<file path="src/rtl/rd_burst_sched.sv">
// rd_burst_sched: read-side burst scheduler for the async FIFO, rclk domain.
// Define RD_BURST_STATS_EN to add the stat_bursts / stat_partial counters.
module rd_burst_sched #(
  parameter int ADDR_WIDTH  = 3,
  parameter int DATA_WIDTH  = 8,
  parameter int BURST_LEN   = 4,
  parameter int TIMEOUT_CYC = 8
) (
  input  logic                  rclk,
  input  logic                  rrst_n,
  input  logic [ADDR_WIDTH:0]   rptr,
  input  logic [ADDR_WIDTH:0]   rq2_wptr,
  input  logic                  rempty,
  input  logic [DATA_WIDTH-1:0] rdata,
  input  logic                  flush_req,
  output logic                  rinc,
  output logic                  m_valid,
  output logic [DATA_WIDTH-1:0] m_data,
  output logic                  m_last,
  input  logic                  m_ready,
  output logic [ADDR_WIDTH:0]   rd_level,
  output logic                  busy
`ifdef RD_BURST_STATS_EN
  ,
  output logic [15:0]           stat_bursts,
  output logic [15:0]           stat_partial
`endif
);

  localparam int PW = ADDR_WIDTH + 1;
  localparam int TW = $clog2(TIMEOUT_CYC) + 1;
  localparam logic [PW-1:0] BURST_LEN_W = PW'(BURST_LEN);
  localparam logic [TW-1:0] TIMER_MAX   = TW'(TIMEOUT_CYC - 1);

  localparam logic [0:0] S_IDLE  = 1'b0;
  localparam logic [0:0] S_BURST = 1'b1;

  logic [0:0]            state_q, state_d;
  logic [PW-1:0]         beats_left_q, beats_left_d;
  logic [TW-1:0]         timer_q, timer_d;
  logic                  m_valid_q;
  logic [DATA_WIDTH-1:0] m_data_q;
  logic                  m_last_q;
  logic                  start;
  logic [PW-1:0]         start_len;
  logic                  m_accept;
  logic                  burst_done;

  function automatic logic [PW-1:0] gray2bin(input logic [PW-1:0] g);
    logic [PW-1:0] b;
    b[PW-1] = g[PW-1];
    for (int i = PW - 2; i >= 0; i--) begin
      b[i] = b[i+1] ^ g[i];
    end
    return b;
  endfunction

  // The synchronized write pointer lags, so this level can only understate content.
  assign rd_level   = gray2bin(rq2_wptr) - gray2bin(rptr);
  assign busy       = (state_q == S_BURST);
  assign m_accept   = m_valid_q & m_ready;
  assign rinc       = (state_q == S_BURST) & ~rempty & (beats_left_q != '0) &
                      (~m_valid_q | m_ready);
  assign burst_done = (state_q == S_BURST) & (beats_left_q == '0) & m_accept & m_last_q;

  assign m_valid = m_valid_q;
  assign m_data  = m_data_q;
  assign m_last  = m_last_q;

  always_comb begin
    state_d      = state_q;
    beats_left_d = beats_left_q;
    timer_d      = timer_q;
    start        = 1'b0;
    start_len    = '0;
    case (state_q)
      S_IDLE: begin
        // Full burst wins over flush, flush wins over timeout.
        if (rd_level >= BURST_LEN_W) begin
          start     = 1'b1;
          start_len = BURST_LEN_W;
        end else if (flush_req && (rd_level != '0)) begin
          start     = 1'b1;
          start_len = rd_level;
        end else if (rd_level != '0) begin
          if (timer_q == TIMER_MAX) begin
            start     = 1'b1;
            start_len = rd_level;
          end else begin
            timer_d = timer_q + TW'(1);
          end
        end else begin
          timer_d = '0;
        end
        if (start) begin
          state_d      = S_BURST;
          beats_left_d = start_len;
          timer_d      = '0;
        end
      end
      default: begin
        if (rinc) begin
          beats_left_d = beats_left_q - PW'(1);
        end
        if (burst_done) begin
          state_d = S_IDLE;
        end
      end
    endcase
  end

  always_ff @(posedge rclk or negedge rrst_n) begin
    if (!rrst_n) begin
      state_q      <= S_IDLE;
      beats_left_q <= '0;
      timer_q      <= '0;
      m_valid_q    <= 1'b0;
      m_data_q     <= '0;
      m_last_q     <= 1'b0;
    end else begin
      state_q      <= state_d;
      beats_left_q <= beats_left_d;
      timer_q      <= timer_d;
      if (rinc) begin
        m_data_q  <= rdata;
        m_valid_q <= 1'b1;
        m_last_q  <= (beats_left_q == PW'(1));
      end else if (m_accept) begin
        m_valid_q <= 1'b0;
        m_last_q  <= 1'b0;
      end
    end
  end

`ifdef RD_BURST_STATS_EN
  logic [PW-1:0] burst_len_q;
  logic [15:0]   stat_bursts_q;
  logic [15:0]   stat_partial_q;

  function automatic logic [15:0] sat_inc16(input logic [15:0] v);
    return (v == 16'hFFFF) ? v : v + 16'd1;
  endfunction

  always_ff @(posedge rclk or negedge rrst_n) begin
    if (!rrst_n) begin
      burst_len_q    <= '0;
      stat_bursts_q  <= '0;
      stat_partial_q <= '0;
    end else begin
      if (start) begin
        burst_len_q <= start_len;
      end
      if (burst_done) begin
        stat_bursts_q <= sat_inc16(stat_bursts_q);
        if (burst_len_q < BURST_LEN_W) begin
          stat_partial_q <= sat_inc16(stat_partial_q);
        end
      end
    end
  end

  assign stat_bursts  = stat_bursts_q;
  assign stat_partial = stat_partial_q;
`endif

endmodule
</file>
<file path="config.mk">
export PLATFORM = sky130hd
export DESIGN_NAME = rd_burst_sched
export DESIGN_NICKNAME = d
export VERILOG_FILES = /design/src/rtl/rd_burst_sched.sv
export SDC_FILE = /design/constraint.sdc
export NUM_CORES = 1
export LEC_CHECK = 0
export ABC_AREA = 0
export CAP_MARGIN = 20
export CORE_ASPECT_RATIO = 0.7
export CORE_MARGIN = 2
export CORE_UTILIZATION = 43
export DETAILED_ROUTE_END_ITERATION = 6
export GPL_ROUTABILITY_DRIVEN = 0
export GPL_TIMING_DRIVEN = 0
export PLACE_DENSITY = 0.75
export SLEW_MARGIN = 20
export SYNTH_ARGS = -nofsm -noshare
export SYNTH_HDL_FRONTEND = slang
export SYNTH_SLANG_ARGS = --single-unit
export TNS_END_PERCENT = 30
</file>
<file path="constraint.sdc">
create_clock -name rclk -period 2.29 [get_ports rclk]
set_input_delay 0.458 -clock rclk [delete_from_list [all_inputs] [get_ports rclk]]
set_output_delay 0.458 -clock rclk [all_outputs]
set_load 0.03 [all_outputs]
</file>
==> impl_metrics.py <==
metrics = {
    "global_routing": {
        "grt_use_met1": 0.238,
        "grt_overflow": 0,
        "grt_max_degree": 20,
        "grt_pass1_wl_um": 5710,
        "antenna_found_initial": 0,
        "grt_pass1_vias": 1244,
        "gr-max-usage-layer": "met2",
        "use_met2": 0.373,
        "grt_use_met3": 0.0434,
        "grt_usage": 0.202,
    },
    "sta": {
        "finalMaxSlewViolations": 0,
        "max_freq_mhz": 378,
        "finalWorstSetupSlack_ps": -359,
        "fin_crit_ps": 2650,
        "setup_viol": 11,
        "rsz0062_at_grt": "yes",
        "whs_ps": 479,
        "slew_headroom": 0.425,
        "fin_crit_sh": 1.16,
        "tightest_slew_ps": 859,
        "hold_viol": 0,
        "fin_worst_skew_ps": 2.37,
    },
    "routing": {
        "drt_iter0_drc": 102,
        "drc_errors": 0,
        "vias": 1321,
        "wl_per_cell_um": 15.4,
        "first_pass_iters": 4,
        "vias_per_cell": 5.48,
        "wirelength_um": 3710,
        "antenna_left": 0,
    },
    "yosys": {
        "seq_area_frac_synth": 0.344,
        "synth_top_area_share": 0.344,
        "synth-seq-cells": 19,
        "synthFlopType": "dfrtp_1",
        "syn_inst": 148,
        "synth_warnings": 0,
        "synth_edf_count": 0,
        "synthArstFlopShare": 1.00,
        "synth_nets": 175,
        "syn_area_um2": 1380,
        "synth.avg_cell_area_um2": 9.34,
        "synth_commonest_cells": "nand2_1, dfrtp_1, inv_1",
        "synth_area_leaders": "dfrtp_1, nand2_1, ha_1, xnor2_1, xnor3_1",
        "synth_area_leader_cell": "dfrtp_1",
        "yosysMostFrequentCell": "nand2_1",
        "synth_cell_types": 48,
    },
    "clock_network": {
        "cts_buffers": 3,
        "clock-root-buffer": "clkbuf_8",
        "cts_tree": "built",
        "clock_latency_ps": 250,
        "htreeDepth": 1,
        "numClockSinks": 19,
        "cts.path.max_buffers": 2,
        "hold_buffers": 0,
        "path_clk_slew_ps": 60,
    },
    "power": {
        "p_leak_nw": 0.957,
        "ir_worst_vdd_mv": 0.434,
        "power.density_nw_per_um2": 885,
        "power_mw": 1.83,
    },
    "place": {
        "place_inst": 220,
        "dp_hpwl_um": 2640,
        "port_buffers": 34,
        "place_area_um2": 1810,
    },
    "floorplanning": {
        "die_width_um": 71.8,
        "die-height_um": 51.4,
        "die-area_um2": 3690,
        "core_um2": 3110,
        "initial_core_util": 0.445,
        "rows": 17,
        "ios": 37,
    },
    "critical_path": {
        "critPathKind": "in -> reg",
        "crit_start": "rptr[2]",
        "critical_path.endpoint_type": "flip-flop",
        "r2r-start": "beats_left_q[0]$_DFFE_PN0P_",
        "worstPathRequired_ps": 2450,
        "cp_max_fo": 7,
        "r2r_slack_ps": 40,
        "cp.arrival_ps": 2810,
        "worst_setup_path_start_kind": "input pin",
    },
    "run_status": {
        "status": "finished with violations",
        "violations": "negative setup slack",
    },
    "cells_and_area": {
        "antennaDiodeCount": 0,
        "seq_area_um2": 475,
        "stdcell_count": 241,
        "final_area_um2": 2070,
        "drive_gt1_frac": 0.296,
        "syn_to_final_growth_pct": 49.8,
        "final_nets": 231,
        "num-fill-cells": 234,
        "multi_input_area_um2": 936,
        "post-route-util": 0.667,
    },
    "job": {
        "cap_violations": 0,
    },
    "worst_hold_path": {
        "min_path_type": "reg -> reg",
        "min_from": "m_data[0]$_DFFE_PN0P_",
    },
}
[logic make-up (layout without fill, tap and decap cells)]
| group | after synthesis | count (layout) | share of synthesized area |
|---|---|---|---|
| simple gates | 66 | 66 | 0.233 |
| compound gates | 23 | 23 | 0.136 |
| flops | 19 | 19 | 0.344 |
| buf+inv | 16 | 71 | 0.0552 |
| xor+xnor | 13 | 13 | 0.136 |
| fa+ha+maj | 7 | 7 | 0.0624 |
| mux | 4 | 4 | 0.0335 |
[stage by stage]
stage	TNS [ps]	worst slack, ps
after floorplan	-3450	-448
after global placement	-13390	-1380
after detailed placement	-14340	-1420
after CTS	-3100	-344
after global routing	-3660	-448
final	-2670	-359
[critical path, stage by stage]
cell and delay, ps:
buf_8 70, xnor3_2 440, xnor2_2 150, ha_2 210
inv_2 50, ha_4 150, a21oi_4 180, buf_6 130
mux2_4 300, o211ai_4 300, a32oi_1 150, mux2i_1 220
[state kept, by name, indices dropped and copies added, names as in the netlist]
register and count:
beats_left_q 4, busy 1, m_data 8, m_last 1, m_valid 1, timer_q 4
[worst paths after layout]
check,endpoint,depth (start not counted)
worst max-delay path,beats_left_q[1]$_DFFE_PN0P_,12
worst min-delay path,m_data[0]$_DFFE_PN0P_,2
worst max register to register,beats_left_q[0]$_DFFE_PN0P_,9
worst min register to register,m_data[0]$_DFFE_PN0P_,2
max in group asynchronous,beats_left_q[0]$_DFFE_PN0P_,1
min in group asynchronous,m_data[5]$_DFFE_PN0P_,1
[cell type report]
class	count	area share
Buffer	6	0.0260
Inverter	10	0.0181
Tap cell	38	0.0230
Timing Repair Buffer	51	0.230
Multi-Input combinational cell	113	0.452
Clock buffer	4	0.0218
Sequential cell	19	0.230
[routing by layer]
metal,routed length [µm],vias up
li1,-,632
met1,1590,641
met2,1910,40
met3,169,8
met4,48,0
met5,0,-
[timing repair]
action | 4_1_cts | 5_1_grt
pin swaps | 7 | 10
buffers inserted | 12 | 5
gates cloned | 0 | 0
gates resized for setup | 53 | 22
endpoints found under the setup margin | 14 | 14
[report_power, final]
part | switching, mW | leakage (nW) | internal [mW] | total, mW
Combinational | 0.563 | 0.706 | 0.530 | 1.09
Clock | 0.104 | 0.0228 | 0.124 | 0.228
Sequential | 0.0825 | 0.229 | 0.429 | 0.512
Total | 0.749 | 0.957 | 1.08 | 1.83
[placed cells by master (no fill, tap or decap), types with 4 or more instances in the layout]
cell type,synthesis,final
nand2_1,37,36
dfrtp_1,19,19
nor3_1,4,4
inv_1,10,7
xnor2_2,0,4
buf_6,2,7
buf_4,0,17
clkdlybuf4s50_1,0,25
(Power assumes the default switching activity.)
